==> src/rtl/wbmem_loader_if.sv <==
// Stream-in / memory-write-out bundle for the weight/bias loader.
interface wbmem_loader_if #(
    parameter int unsigned AW = 10
) ();
    logic          start;
    logic          s_valid;
    logic          s_ready;
    logic [31:0]   s_data;
    logic          wr_en;
    logic [5:0]    wr_bank;
    logic [AW-1:0] wr_addr;
    logic [31:0]   wr_data;
    logic          busy;
    logic          done;

    modport master (
        output start, s_valid, s_data,
        input  s_ready, wr_en, wr_bank, wr_addr, wr_data, busy, done
    );

    modport slave (
        input  start, s_valid, s_data,
        output s_ready, wr_en, wr_bank, wr_addr, wr_data, busy, done
    );
endinterface

==> src/rtl/wbmem_loader.sv <==
// Loads a bank-major word stream into the 42-bank weight/bias memory write port.
module wbmem_loader #(
    parameter int unsigned NBANK_L1 = 32,
    parameter int unsigned NBANK_L2 = 10,
    parameter int unsigned L1_WORDS = 785,
    parameter int unsigned L2_WORDS = 33,
    parameter int unsigned AW       = 10
) (
    input  logic           clk,
    input  logic           resetn,
    wbmem_loader_if.slave  bus
);
    localparam int unsigned BW = 6;

    localparam logic [1:0] ST_IDLE = 2'd0;
    localparam logic [1:0] ST_L1   = 2'd1;
    localparam logic [1:0] ST_L2   = 2'd2;
    localparam logic [1:0] ST_FIN  = 2'd3;

    localparam logic [AW-1:0] L1_LAST_ADDR = AW'(L1_WORDS - 1);
    localparam logic [AW-1:0] L2_LAST_ADDR = AW'(L2_WORDS - 1);
    localparam logic [BW-1:0] L1_LAST_BANK = BW'(NBANK_L1 - 1);
    localparam logic [BW-1:0] L2_LAST_BANK = BW'(NBANK_L1 + NBANK_L2 - 1);

    // Reject geometries that do not fit the address or bank counters
    if ((L1_WORDS > (32'd1 << AW)) || (L2_WORDS > (32'd1 << AW)) ||
        (L1_WORDS == 0) || (L2_WORDS == 0) || (NBANK_L1 == 0) || (NBANK_L2 == 0) ||
        ((NBANK_L1 + NBANK_L2) > 64)) begin : g_bad_params
        $error("wbmem_loader: illegal bank/word parameters");
    end

    logic [1:0]    state_q,   state_d;
    logic [BW-1:0] bank_q,    bank_d;
    logic [AW-1:0] addr_q,    addr_d;
    logic          wr_en_q,   wr_en_d;
    logic [BW-1:0] wr_bank_q, wr_bank_d;
    logic [AW-1:0] wr_addr_q, wr_addr_d;
    logic [31:0]   wr_data_q, wr_data_d;
    logic          s_ready_c;
    logic          accept_c;

    // Handshake and status are pure decodes of the registered state
    assign s_ready_c   = (state_q == ST_L1) || (state_q == ST_L2);
    assign accept_c    = bus.s_valid & s_ready_c;
    assign bus.s_ready = s_ready_c;
    assign bus.busy    = (state_q != ST_IDLE);
    assign bus.done    = (state_q == ST_FIN);
    assign bus.wr_en   = wr_en_q;
    assign bus.wr_bank = wr_bank_q;
    assign bus.wr_addr = wr_addr_q;
    assign bus.wr_data = wr_data_q;

    // Next-state, counter advance and write-port capture
    always_comb begin
        state_d   = state_q;
        bank_d    = bank_q;
        addr_d    = addr_q;
        wr_en_d   = 1'b0;
        wr_bank_d = wr_bank_q;
        wr_addr_d = wr_addr_q;
        wr_data_d = wr_data_q;

        if (accept_c) begin
            wr_en_d   = 1'b1;
            wr_bank_d = bank_q;
            wr_addr_d = addr_q;
            wr_data_d = bus.s_data;
        end

        case (state_q)
            ST_IDLE: begin
                if (bus.start) begin
                    state_d = ST_L1;
                    bank_d  = '0;
                    addr_d  = '0;
                end
            end
            ST_L1: begin
                if (accept_c) begin
                    if (addr_q == L1_LAST_ADDR) begin
                        addr_d = '0;
                        bank_d = bank_q + BW'(1);
                        if (bank_q == L1_LAST_BANK) begin
                            state_d = ST_L2;
                        end
                    end else begin
                        addr_d = addr_q + AW'(1);
                    end
                end
            end
            ST_L2: begin
                if (accept_c) begin
                    if (addr_q == L2_LAST_ADDR) begin
                        addr_d = '0;
                        if (bank_q == L2_LAST_BANK) begin
                            state_d = ST_FIN;
                        end else begin
                            bank_d = bank_q + BW'(1);
                        end
                    end else begin
                        addr_d = addr_q + AW'(1);
                    end
                end
            end
            default: begin
                state_d = ST_IDLE;
            end
        endcase
    end

    // State, counters and write port; reset drops any pending write
    always_ff @(posedge clk or negedge resetn) begin
        if (!resetn) begin
            state_q   <= ST_IDLE;
            bank_q    <= '0;
            addr_q    <= '0;
            wr_en_q   <= 1'b0;
            wr_bank_q <= '0;
            wr_addr_q <= '0;
            wr_data_q <= '0;
        end else begin
            state_q   <= state_d;
            bank_q    <= bank_d;
            addr_q    <= addr_d;
            wr_en_q   <= wr_en_d;
            wr_bank_q <= wr_bank_d;
            wr_addr_q <= wr_addr_d;
            wr_data_q <= wr_data_d;
        end
    end
endmodule

==> src/flat_wrapper.sv <==
// flat-port wrapper written by rule: the top's interface ports become plain ports
module wbmem_loader_flat 
#(
    parameter int unsigned NBANK_L1 = 32,
    parameter int unsigned NBANK_L2 = 10,
    parameter int unsigned L1_WORDS = 785,
    parameter int unsigned L2_WORDS = 33,
    parameter int unsigned AW       = 10
)
  (clk, resetn, bus_start, bus_s_valid, bus_s_data, bus_s_ready, bus_wr_en, bus_wr_bank, bus_wr_addr, bus_wr_data, bus_busy, bus_done);
  wbmem_loader_if #(.AW(AW)) bus_i ();
  input  logic clk;
  input  logic resetn;
  input wire logic [$bits(bus_i.start)-1:0] bus_start;
  input wire logic [$bits(bus_i.s_valid)-1:0] bus_s_valid;
  input wire logic [$bits(bus_i.s_data)-1:0] bus_s_data;
  output wire logic [$bits(bus_i.s_ready)-1:0] bus_s_ready;
  output wire logic [$bits(bus_i.wr_en)-1:0] bus_wr_en;
  output wire logic [$bits(bus_i.wr_bank)-1:0] bus_wr_bank;
  output wire logic [$bits(bus_i.wr_addr)-1:0] bus_wr_addr;
  output wire logic [$bits(bus_i.wr_data)-1:0] bus_wr_data;
  output wire logic [$bits(bus_i.busy)-1:0] bus_busy;
  output wire logic [$bits(bus_i.done)-1:0] bus_done;
  assign bus_i.start = bus_start;
  assign bus_i.s_valid = bus_s_valid;
  assign bus_i.s_data = bus_s_data;
  assign bus_s_ready = bus_i.s_ready;
  assign bus_wr_en = bus_i.wr_en;
  assign bus_wr_bank = bus_i.wr_bank;
  assign bus_wr_addr = bus_i.wr_addr;
  assign bus_wr_data = bus_i.wr_data;
  assign bus_busy = bus_i.busy;
  assign bus_done = bus_i.done;
  wbmem_loader #(.NBANK_L1(NBANK_L1), .NBANK_L2(NBANK_L2), .L1_WORDS(L1_WORDS), .L2_WORDS(L2_WORDS), .AW(AW)) u_core (.clk(clk), .resetn(resetn), .bus(bus_i));
endmodule
==> config.mk <==
export PLATFORM = sky130hd
export DESIGN_NAME = wbmem_loader_flat
export DESIGN_NICKNAME = d
export VERILOG_FILES = /design/src/rtl/wbmem_loader_if.sv /design/src/rtl/wbmem_loader.sv /design/src/flat_wrapper.sv
export SDC_FILE = /design/constraint.sdc
export NUM_CORES = 1
export LEC_CHECK = 0
export ABC_AREA = 0
export BUFFER_PORTS_ARGS = -buffer_cell sky130_fd_sc_hd__buf_2
export CAP_MARGIN = 0
export CORE_MARGIN = 8
export CORE_UTILIZATION = 46
export CTS_CLUSTER_SIZE = 30
export DETAILED_ROUTE_END_ITERATION = 6
export GPL_ROUTABILITY_DRIVEN = 1
export GPL_TIMING_DRIVEN = 0
export PLACE_DENSITY = 0.75
export REMOVE_ABC_BUFFERS = 1
export SLEW_MARGIN = 5
export SYNTH_ARGS = -nofsm -noshare
export SYNTH_HDL_FRONTEND = slang
export SYNTH_SLANG_ARGS = --single-unit
==> constraint.sdc <==
create_clock -name clk -period 2.1 [get_ports clk]
set_clock_uncertainty 0.05 [all_clocks]
set_input_delay 0.105 -clock clk [delete_from_list [all_inputs] [get_ports clk]]
set_output_delay 0.105 -clock clk [all_outputs]
set_load 0.005 [all_outputs]
==> results.cfg, run 1 <==
[synth]
yosysSeqAreaShare = 0.559
netlist_instances = 239
synth_cell_type_count = 41
ys_warn_count = 0
synth_seq_cells = 67
netlist_area_um2 = 3000
synth-edff-count = 0
ys.flop_type = dfrtp_1
synthArstFlopShare = 1.00
synth.avg_cell_area_um2 = 12.6

[global_routing]
antenna_found_initial = 0
grt_pass1_vias = 2587
grt_start_max_net_pins = 68
overflow = 0
gr-usage-all-layers = 0.179
grt_pass1_wl_um = 13700

[placed_design]
dpl_cell_area_um2 = 3500
gp_congestion = 0.791
dp_hpwl_um = 4720
io_buffers = 87

[pwr]
internal-power_mw = 4.16
power_density_nw_per_um2 = 1500
p_sw_frac = 0.364
ir_drop_mv = 1.15
p_leak_nw = 2.09
power_mw = 6.53
p_clk_frac = 0.182
p_comb_frac = 0.494
pwr-share-seq = 0.323
switching_power_mw = 2.38

[clock_tree]
clkLatencyLatePin_ns = 0.34
h-tree-depth = 3
cts_buffers = 9
cts_tree = done
numClockSinks = 67
cts_buffer_depth = 2
cts_root_buf = clkbuf_8
path_clk_slew_ns = 0.07

[route]
drtIter0Drc = 95
drtPass1Iterations = 4
wl_per_cell_um = 17.7
vias_per_cell = 5.35
drc = 0
antenna_left = 0
routed_wl_um = 8230
num_vias = 2482

[layout]
nFillCells = 441
finalInstanceArea_um2 = 4370
drive_gt1_frac = 0.499
nNetsFinal = 427
area_delta_synth_final_pct = 45.5
antenna_cells = 0

[setup_path]
worstPathRequired_ns = 2.28
critPathMaxFanout = 6
max_stage_delay_ns = 0.41
cp_slowest_cell = dfrtp_1
end_kind = register
critical_path_class = reg -> reg
cp-start-kind = register
arrival_ns = 2.36
worstPathCellList = buf_6 -> ha_4 -> nor2b_4 -> o21a_1 -> or3_4 -> a211o_4 -> mux2_4

[timing]
slew_viol_final = 0
period_needed_ns = 2.18
fmaxAchievable_mhz = 459
worst_pin_slew_ns = 0.827
finalHoldViolCount = 0
post-route-period-util = 1.04
setup_violations = 3
finalSetupTns_ns = -0.166
worst_slack_ns = -0.0781
rsz0062_at_grt = true
slew_headroom = 0.449

[status]
violations = negative setup slack
status = finished, violations left

[flow_run]
timing.max_cap.violations = 0

[die]
die_w_um = 96.8
start_util = 0.475
fp.dieH_um = 96.8
dieArea_um2 = 9360
rows = 29
pin_count = 88
core_area_um2 = 6310

[worst_hold_path]
hp-class = in -> reg
==> path summary, 6_finish.rpt <==
kind / depth (start not counted) / from / end / slack [ns]
setup / recovery: 7 / u_core.state_q[1]$_DFFE_PN0P_ / u_core.bank_q[0]$_DFFE_PN0P_ / -0.08
hold / removal: 3 / bus_s_valid / u_core.bus.wr_addr[4]$_DFFE_PN0P_ / 0.19
setup reg to reg: 7 / u_core.state_q[1]$_DFFE_PN0P_ / u_core.bank_q[0]$_DFFE_PN0P_ / -0.08
hold reg to reg: 2 / u_core.bus.wr_addr[4]$_DFFE_PN0P_ / u_core.bus.wr_addr[4]$_DFFE_PN0P_ / 0.43
max in group asynchronous: 2 / resetn / u_core.addr_q[5]$_DFFE_PN0P_ / 0.99
min in group asynchronous: 2 / resetn / u_core.bus.wr_data[19]$_DFFE_PN0P_ / 0.41
==> power groups by stage <==
stage | Sequential (mW) | Clock [mW] | Combinational (mW)
after floorplan | 2.12 | 0 | 1.52
after global placement | 2.08 | 0 | 2.38
after detailed placement | 2.11 | 0 | 2.45
after CTS | 2.08 | 1.22 | 3.04
after global routing | 2.17 | 1.28 | 3.49
final | 2.11 | 1.19 | 3.23
==> per-stage QoR <==
step           cells   util  setup WS (ns)  hold slack, ns
4_1_cts          460  0.680        -0.0378           0.178
3_3_place_gp     393  0.553          -1.46           0.287
5_1_grt          464  0.691         -0.110           0.201
3_5_place_dp     393  0.554          -1.56           0.214
2_1_floorplan    229      -         -0.748          -0.241
6_report         464  0.691        -0.0781           0.191
==> state kept, by name (all words and copies together), names as in the netlist <==
register,count
u_core.bus.wr_data,32
u_core.state_q,2
u_core.bank_q,6
u_core.bus.wr_en,1
u_core.addr_q,10
u_core.bus.wr_bank,6
u_core.bus.wr_addr,10
==> layout by cell type, fill, tap and decap left out, drive strengths merged, types with 2 or more instances in the layout <==
master	count
a211o	2
a21o	4
a221o	2
a22o	4
and3	4
buf	108
bufinv	2
clkbuf	10
clkinv	2
clkinvlp	2
dfrtp	67
dlygate4sd3	33
ha	9
inv	10
mux2	45
mux2i	3
nand2	15
nand2b	3
nand3	11
nand3b	3
nand4b	3
nor2	10
nor3	3
nor4	4
o21a	2
o21ai	11
or3	2
==> cell usage after synthesis, types with 2 or more instances <==
cell      count  area share
or3_1         2      0.0042
o21a_1        2      0.0050
ha_1          9       0.038
nor2_1       10       0.013
mux2_2       44        0.17
a22o_1        4       0.012
nor3_1        3      0.0050
nand2_1      14       0.018
nand3_1      11       0.018
a21o_1        4       0.010
o21ai_0      11       0.018
inv_1         9       0.011
nand4b_1      3      0.0088
a221o_1       2      0.0067
nand2b_1      3      0.0063
dfrtp_1      67        0.56
nor4_1        3      0.0063
mux2i_1       3       0.010
and3_1        4      0.0083
clkbuf_1      8       0.010
nand3b_1      3      0.0075
==> cells by family after synthesis <==
logic type                 after synthesis  share of synthesized area
AOI/OAI and AO/OA                       34                     0.0897
adders and majority gates                9                     0.0375
buffers and inverters                   20                     0.0254
DFF                                     67                      0.559
muxes                                   48                      0.180
and+or+nand+nor                         61                      0.108
==> routing by layer <==
metal	vias to the layer above	global-route usage	share of wire
met5	-	0	0
met4	0	0.0627	0.016
met3	13	0.0555	0.064
met2	106	0.286	0.46
met1	1220	0.221	0.46
li1	1143	-	-
==> worst max-delay path: cells and delay by family (launching register included) <==
| kind | cells | cell delay [ns] |
|---|---|---|
| adder cells (fa/ha/maj) | 1 | 0.15 |
| AND/OR/NAND/NOR | 2 | 0.47 |
| multiplexers | 1 | 0.30 |
| buffers and inverters | 1 | 0.14 |
| AO/OA/AOI/OAI | 2 | 0.55 |
| flip-flops | 1 | 0.41 |
==> area by class of cell <==
| class | instances | area, um2 | area share |
|---|---|---|---|
| flip-flops and latches | 67 | 1680 | 0.385 |
| multi-input cells | 153 | 1390 | 0.318 |
| well taps | 77 | 96.3 | 0.0221 |
| clock buffers | 10 | 138 | 0.0315 |
| inverters | 10 | 40.0 | 0.00917 |
| repair buffers | 141 | 933 | 0.214 |
| clock inverters | 6 | 88.8 | 0.0203 |
==> repair_timing <==
action                     in CTS  in global routing
hold endpoints to repair       99                  0
cloned                          1                  0
resized for setup              21                 11
buffers inserted               17                  4
setup endpoints to repair      67                 45
pin swaps                       7                  5
hold buffers                   33                  0
(Power assumes the default switching activity.)
==> inputs of run 2 (changes only) <==
--- a/config.mk
+++ b/config.mk
@@ -5,7 +5,7 @@
 export SDC_FILE = /design/constraint.sdc
 export NUM_CORES = 1
 export LEC_CHECK = 0
-export ABC_AREA = 0
+export ABC_AREA = 1
 export BUFFER_PORTS_ARGS = -buffer_cell sky130_fd_sc_hd__buf_2
 export CAP_MARGIN = 0
 export CORE_MARGIN = 8
@@ -14,6 +14,7 @@
 export DETAILED_ROUTE_END_ITERATION = 6
 export GPL_ROUTABILITY_DRIVEN = 1
 export GPL_TIMING_DRIVEN = 0
+export HOLD_SLACK_MARGIN = 0.08
 export PLACE_DENSITY = 0.75
 export REMOVE_ABC_BUFFERS = 1
 export SLEW_MARGIN = 5
==> results.cfg, run 2 <==
[clock_tree]
path_clk_slew_ns = 0.07
h-tree-depth = 3
cts_buffers = 9
clkLatencyLatePin_ns = 0.33
cts_root_buf = clkbuf_8
numClockSinks = 67
cts_tree = done
cts_buffer_depth = 2

[global_routing]
grt_pass1_vias = 2793
grt_start_max_net_pins = 68
grt.busiest_layer = met2
grt_pass1_wl_um = 14000
use_met2 = 0.276
antenna_found_initial = 0
overflow = 0
use_met1 = 0.236
gr-usage-met3 = 0.0484
gr-usage-all-layers = 0.178

[pwr]
p_leak_nw = 2.22
ir_drop_mv = 1.08
power_density_nw_per_um2 = 1330

[synth]
synth_common_cells = nand2_1 (158), dfrtp_1 (67), nor2_1 (24), inv_1 (21), o21ai_0 (17)
netlist_area_um2 = 3030
synth_top_family_by_area = simple AND/OR/NAND/NOR gates
synth-edff-count = 0
synthAdderAreaFrac = 0.0372
ys_warn_count = 0
yosysTopAreaCell = dfrtp_1
ys.flop_type = dfrtp_1
synth_seq_cells = 67
synth.area.mux_share = 0
synthArstFlopShare = 1.00
synth.most_common_cell = nand2_1
synth_cell_type_count = 26
netlist_instances = 362
synth-compound-area-share = 0.0529
yosysSeqAreaShare = 0.553
synth_top_area_frac = 0.553
yosys-top-cells-area = dfrtp_1 (55%), nand2_1 (20%), ha_1 (3.7%)
synth.avg_cell_area_um2 = 8.37
synth-xor-area-share = 0.0173
synth-simple-area-share = 0.289

[timing]
fmaxAchievable_mhz = 506
setup_violations = 0
post-route-period-util = 0.940
worst_pin_slew_ns = 0.831
fin_hold_ws_ns = 0.243
slew_viol_final = 0
rsz0062_at_grt = false
slew_headroom = 0.446
period_needed_ns = 1.97
finalHoldViolCount = 0

[layout]
largest_reg_flops = 32
nNetsFinal = 531
final_common_cell = nand2_1
drive_gt1_frac = 0.249
utilization = 0.652
final_cell_mix = nand2_1 (158), buf_2 (86), dfrtp_1 (66), dlygate4sd3_1 (33), nor2_1 (23)
finalInstanceArea_um2 = 4140
area_delta_synth_final_pct = 36.6
antenna_cells = 0

[setup_path]
crit_family = simple AND/OR/NAND/NOR gates
cp_num_cells = 10
rr_worst_depth = 10
reg2reg_slack_ns = 0.13
worstPathRequired_ns = 2.30
cp-start-kind = register
critPathMaxFanout = 32
critical_path_class = reg -> reg
cpMostUsedCell = nand2_1
arrival_ns = 2.18
end_kind = register
r2r_end = u_core.addr_q[3]$_DFFE_PN0P_
r2r-start = u_core.state_q[0]$_DFFE_PN0P_
max_stage_delay_ns = 0.41
cp_num_buf_inv = 2
worstPathCellList = inv_1 -> ha_4 -> nand2_8 -> nand2_1 -> nand2_2 -> nor2_4 -> buf_4 -> nand2_1 -> xor2_1 -> nor2_1
cp_slowest_cell = dfrtp_2

[route]
drtIter0Drc = 116
routed_wl_um = 8500
antenna_left = 0
drc = 0
wl_per_cell_um = 15.0
drtPass1Iterations = 4
vias_per_cell = 4.95
num_vias = 2809

[die]
fp.dieH_um = 97.2
dieArea_um2 = 9440
pin_count = 88
start_util = 0.477
die_w_um = 97.2
core_area_um2 = 6350
rows = 29

[worst_hold_path]
hold_depth = 3
min_to = u_core.bus.wr_addr[1]$_DFFE_PN0P_
hp-start = bus_s_valid
hp-class = in -> reg

[placed_design]
dp_hpwl_um = 5020
gp_congestion = 0.806
io_buffers = 87
dpl_cell_area_um2 = 3510

[flow_run]
timing.max_cap.violations = 0

[status]
status = finished clean
==> run 2: changes by cell type in the layout (fill, tap and decap cells not counted), sizes merged, moves of 14 or more <==
cell | before | now
mux2 | 45 | 0
nor2 | 10 | 26
buf | 108 | 91
o21ai | 11 | 28
nand2 | 15 | 162
inv | 10 | 24
==> run 2: power by group <==
part           total (mW)  switching [mW]  internal, mW
Clock                1.16           0.467         0.690
Combinational        2.41            1.52         0.896
Sequential           1.95           0.243          1.71
Total                5.52            2.23          3.29
==> run 2: cell type report <==
type	instances	area, um2
clock inverter	5	77.6
timing repair buffer	124	798
tap	77	96.3
fill	505	2210
multi-input combinational	259	1250
clock buffer	10	138
inverter	25	95.1
sequential	67	1680
==> run 2: worst max-delay path by stage <==
| stage | to | slack (ns) | start |
|---|---|---|---|
| 2_1_floorplan | u_core.bus.wr_addr[4]$_DFFE_PN0P_ | -0.17 | u_core.state_q[0]$_DFFE_PN0P_ |
| 3_3_place_gp | u_core.bus.wr_data[2]$_DFFE_PN0P_ | -0.87 | u_core.state_q[0]$_DFFE_PN0P_ |
| 3_5_place_dp | u_core.bus.wr_data[16]$_DFFE_PN0P_ | -0.91 | u_core.state_q[0]$_DFFE_PN0P_ |
| 4_1_cts | u_core.addr_q[3]$_DFFE_PN0P_ | 0.07 | u_core.state_q[0]$_DFFE_PN0P_ |
| 5_1_grt | u_core.bank_q[0]$_DFFE_PN0P_ | 0.005 | u_core.state_q[0]$_DFFE_PN0P_ |
| 6_report | u_core.addr_q[3]$_DFFE_PN0P_ | 0.13 | u_core.state_q[0]$_DFFE_PN0P_ |
==> run 2: worst min-delay path, cell delays in order <==
cell and delay (ns):
buf_2 0.17, nand2_8 0.19, o21ai_0 0.11
==> run 2: cell families after synthesis <==
kind of cell,count (synthesis)
xor+xnor,6
fa+ha+maj,9
simple gates,211
compound gates,32
buf+inv,37
flops,67
==> run 2: timing repair <==
| item | in CTS | in global routing |
|---|---|---|
| hold endpoints to repair | 99 | 0 |
| gates cloned | 1 | 0 |
| gates resized for setup | 6 | 3 |
| setup endpoints to repair | 53 | 12 |
| pin swaps | 3 | 0 |
| setup buffers | 3 | 1 |
| hold buffers | 33 | 0 |
==> run 2: routing by layer <==
| layer | vias to the layer above | wire (um) |
|---|---|---|
| li1 | 1375 | - |
| met5 | - | 0 |
| met3 | 6 | 632 |
| met4 | 0 | 57 |
| met1 | 1310 | 3970 |
| met2 | 118 | 3840 |
==> run 2: metrics by stage <==
stage | TNS [ns] | instances | worst slack, ns | power, mW
final | 0 | 567 | 0.125 | 5.52
after global routing | 0 | 567 | 0.00486 | 5.94
after CTS | 0 | 566 | 0.0731 | 5.46
after detailed placement | -39.34 | 514 | -0.908 | 4.04
after global placement | -36.62 | 514 | -0.869 | 3.96
after floorplan | -6.58 | 350 | -0.167 | 3.20
==> inputs of run 3 (changes only) <==
--- a/config.mk
+++ b/config.mk
@@ -10,6 +10,7 @@
 export CAP_MARGIN = 0
 export CORE_MARGIN = 8
 export CORE_UTILIZATION = 46
+export CTS_BUF_LIST = sky130_fd_sc_hd__clkbuf_16
 export CTS_CLUSTER_SIZE = 30
 export DETAILED_ROUTE_END_ITERATION = 6
 export GPL_ROUTABILITY_DRIVEN = 1
==> results.cfg, run 3 (synthesis gave the netlist of run 2 again) <==
[timing]
rsz0062_at_grt = false
post-route-period-util = 0.933
worst_pin_slew_ns = 0.849
period_needed_ns = 1.96
finalSetupTns_ns = 0
setup_violations = 0
fin_hold_ws_ns = 0.253
fmaxAchievable_mhz = 510
worst_slack_ns = 0.140
finalHoldViolCount = 0
slew_headroom = 0.434
slew_viol_final = 0

[worst_hold_path]
min_to = u_core.bus.wr_addr[1]$_DFFE_PN0P_
hp-start = bus_s_valid
hp-class = in -> reg
hold_depth = 3

[setup_path]
rr_worst_depth = 10
cpMostUsedCell = nand2_1
crit_family = simple AND/OR/NAND/NOR gates
critical_path_class = reg -> reg
end_kind = register
arrival_ns = 2.16
max_stage_delay_ns = 0.40
worstPathRequired_ns = 2.30
cp_slowest_cell = dfrtp_2
reg2reg_slack_ns = 0.14
cp-start-kind = register
cp_num_buf_inv = 2
critPathMaxFanout = 32
r2r_end = u_core.addr_q[3]$_DFFE_PN0P_
worstPathCellList = inv_1 -> ha_4 -> nand2_8 -> nand2_1 -> nand2_2 -> nor2_4 -> buf_4 -> nand2_1 -> xor2_1 -> nor2_1
r2r-start = u_core.state_q[0]$_DFFE_PN0P_

[layout]
antenna_cells = 0
area_delta_synth_final_pct = 39.6
utilization = 0.666
final_cell_mix = nand2_1 (158), buf_2 (86), dfrtp_1 (66), dlygate4sd3_1 (33), nor2_1 (23)
finalInstanceArea_um2 = 4230
nNetsFinal = 531
nFillCells = 492
largest_reg_flops = 32
final_common_cell = nand2_1
drive_gt1_frac = 0.247

[clock_tree]
path_clk_slew_ns = 0.06
h-tree-depth = 3
clkLatencyLatePin_ns = 0.33
cts_buffer_depth = 2
numClockSinks = 67
cts_tree = done
cts_root_buf = clkbuf_16
cts_buffers = 9

[placed_design]
dpl_cell_area_um2 = 3510
post-place-ws_ns = -0.908
dp_hpwl_um = 5020
io_buffers = 87
gp_congestion = 0.806

[pwr]
power_density_nw_per_um2 = 1410
ir_drop_mv = 1.13
p_leak_nw = 2.27

[die]
rows = 29
dieArea_um2 = 9440
fp.dieH_um = 97.2
die_w_um = 97.2
pin_count = 88
start_util = 0.477
core_area_um2 = 6350

[route]
antenna_left = 0
wl_per_cell_um = 15.6
routed_wl_um = 8840
drtIter0Drc = 149
drtPass1Iterations = 4
drc = 0
num_vias = 2849
vias_per_cell = 5.02

[flow_run]
timing.max_cap.violations = 0

[status]
status = finished clean

[global_routing]
grt_pass1_wl_um = 14500
grt_start_max_net_pins = 68
overflow = 0
grt_pass1_vias = 2826
gr-usage-all-layers = 0.186
antenna_found_initial = 0
## run 3: cell types whose count changed in the layout (fill, tap and decap cells not counted), sizes merged
cell    change
clkbuf      -1
clkinv      +1
## run 3: per-stage QoR
step | cells | power (mW)
2_1_floorplan | 350 | 3.20
6_report | 567 | 5.95
4_1_cts | 566 | 5.85
3_3_place_gp | 514 | 3.96
5_1_grt | 567 | 6.35
3_5_place_dp | 514 | 4.04
## run 3: routing by layer
layer | part of all wire | global-route usage | wire length (um)
met5 | 0 | 0 | 0
met4 | 0.013 | 0.0604 | 112
met2 | 0.45 | 0.286 | 3990
met1 | 0.47 | 0.242 | 4150
met3 | 0.067 | 0.0583 | 593
## run 3: area by class of cell
cell class	count	area (um2)	area share
Clock inverter	6	81.3	0.0192
Timing Repair Buffer	124	798	0.189
Tap cell	77	96.3	0.0228
Sequential cell	67	1680	0.397
Multi-Input combinational cell	259	1250	0.297
Inverter	25	95.1	0.0225
Clock buffer	9	225	0.0533
## run 3: repair_timing
action | in CTS | in global routing
setup buffers | 3 | 1
gates resized for setup | 5 | 4
gates cloned | 1 | 0
hold buffers | 33 | 0
hold endpoints to repair | 99 | 0
pin swaps | 3 | 0
setup endpoints to repair | 53 | 13
## run 3: where the power goes
part	total, mW	leakage, nW	switching (mW)	internal, mW
combinational	2.43	1.24	1.54	0.895
clock	1.56	0.149	0.536	1.02
sequential	1.96	0.876	0.249	1.71
## run 3: worst reg2reg max path, cell delays in order, from the launching register on
cell and delay (ns):
dfrtp_2 0.40, inv_1 0.10, ha_4 0.31, nand2_8 0.15, nand2_1 0.12, nand2_2 0.07, nor2_4 0.18, buf_4 0.19
nand2_1 0.07, xor2_1 0.14, nor2_1 0.11
## run 3: worst max-delay path by stage
| stage | cells past startpoint | from | end | slack, ns |
|---|---|---|---|---|
| 2_1_floorplan | 6 | u_core.state_q[0]$_DFFE_PN0P_ | u_core.bus.wr_addr[4]$_DFFE_PN0P_ | -0.17 |
| 4_1_cts | 10 | u_core.state_q[0]$_DFFE_PN0P_ | u_core.addr_q[8]$_DFFE_PN0P_ | 0.03 |
| 5_1_grt | 10 | u_core.state_q[0]$_DFFE_PN0P_ | u_core.bank_q[0]$_DFFE_PN0P_ | 0.02 |
| 3_3_place_gp | 6 | u_core.state_q[0]$_DFFE_PN0P_ | u_core.bus.wr_data[2]$_DFFE_PN0P_ | -0.87 |
| 6_report | 10 | u_core.state_q[0]$_DFFE_PN0P_ | u_core.addr_q[3]$_DFFE_PN0P_ | 0.14 |
| 3_5_place_dp | 6 | u_core.state_q[0]$_DFFE_PN0P_ | u_core.bus.wr_data[16]$_DFFE_PN0P_ | -0.91 |
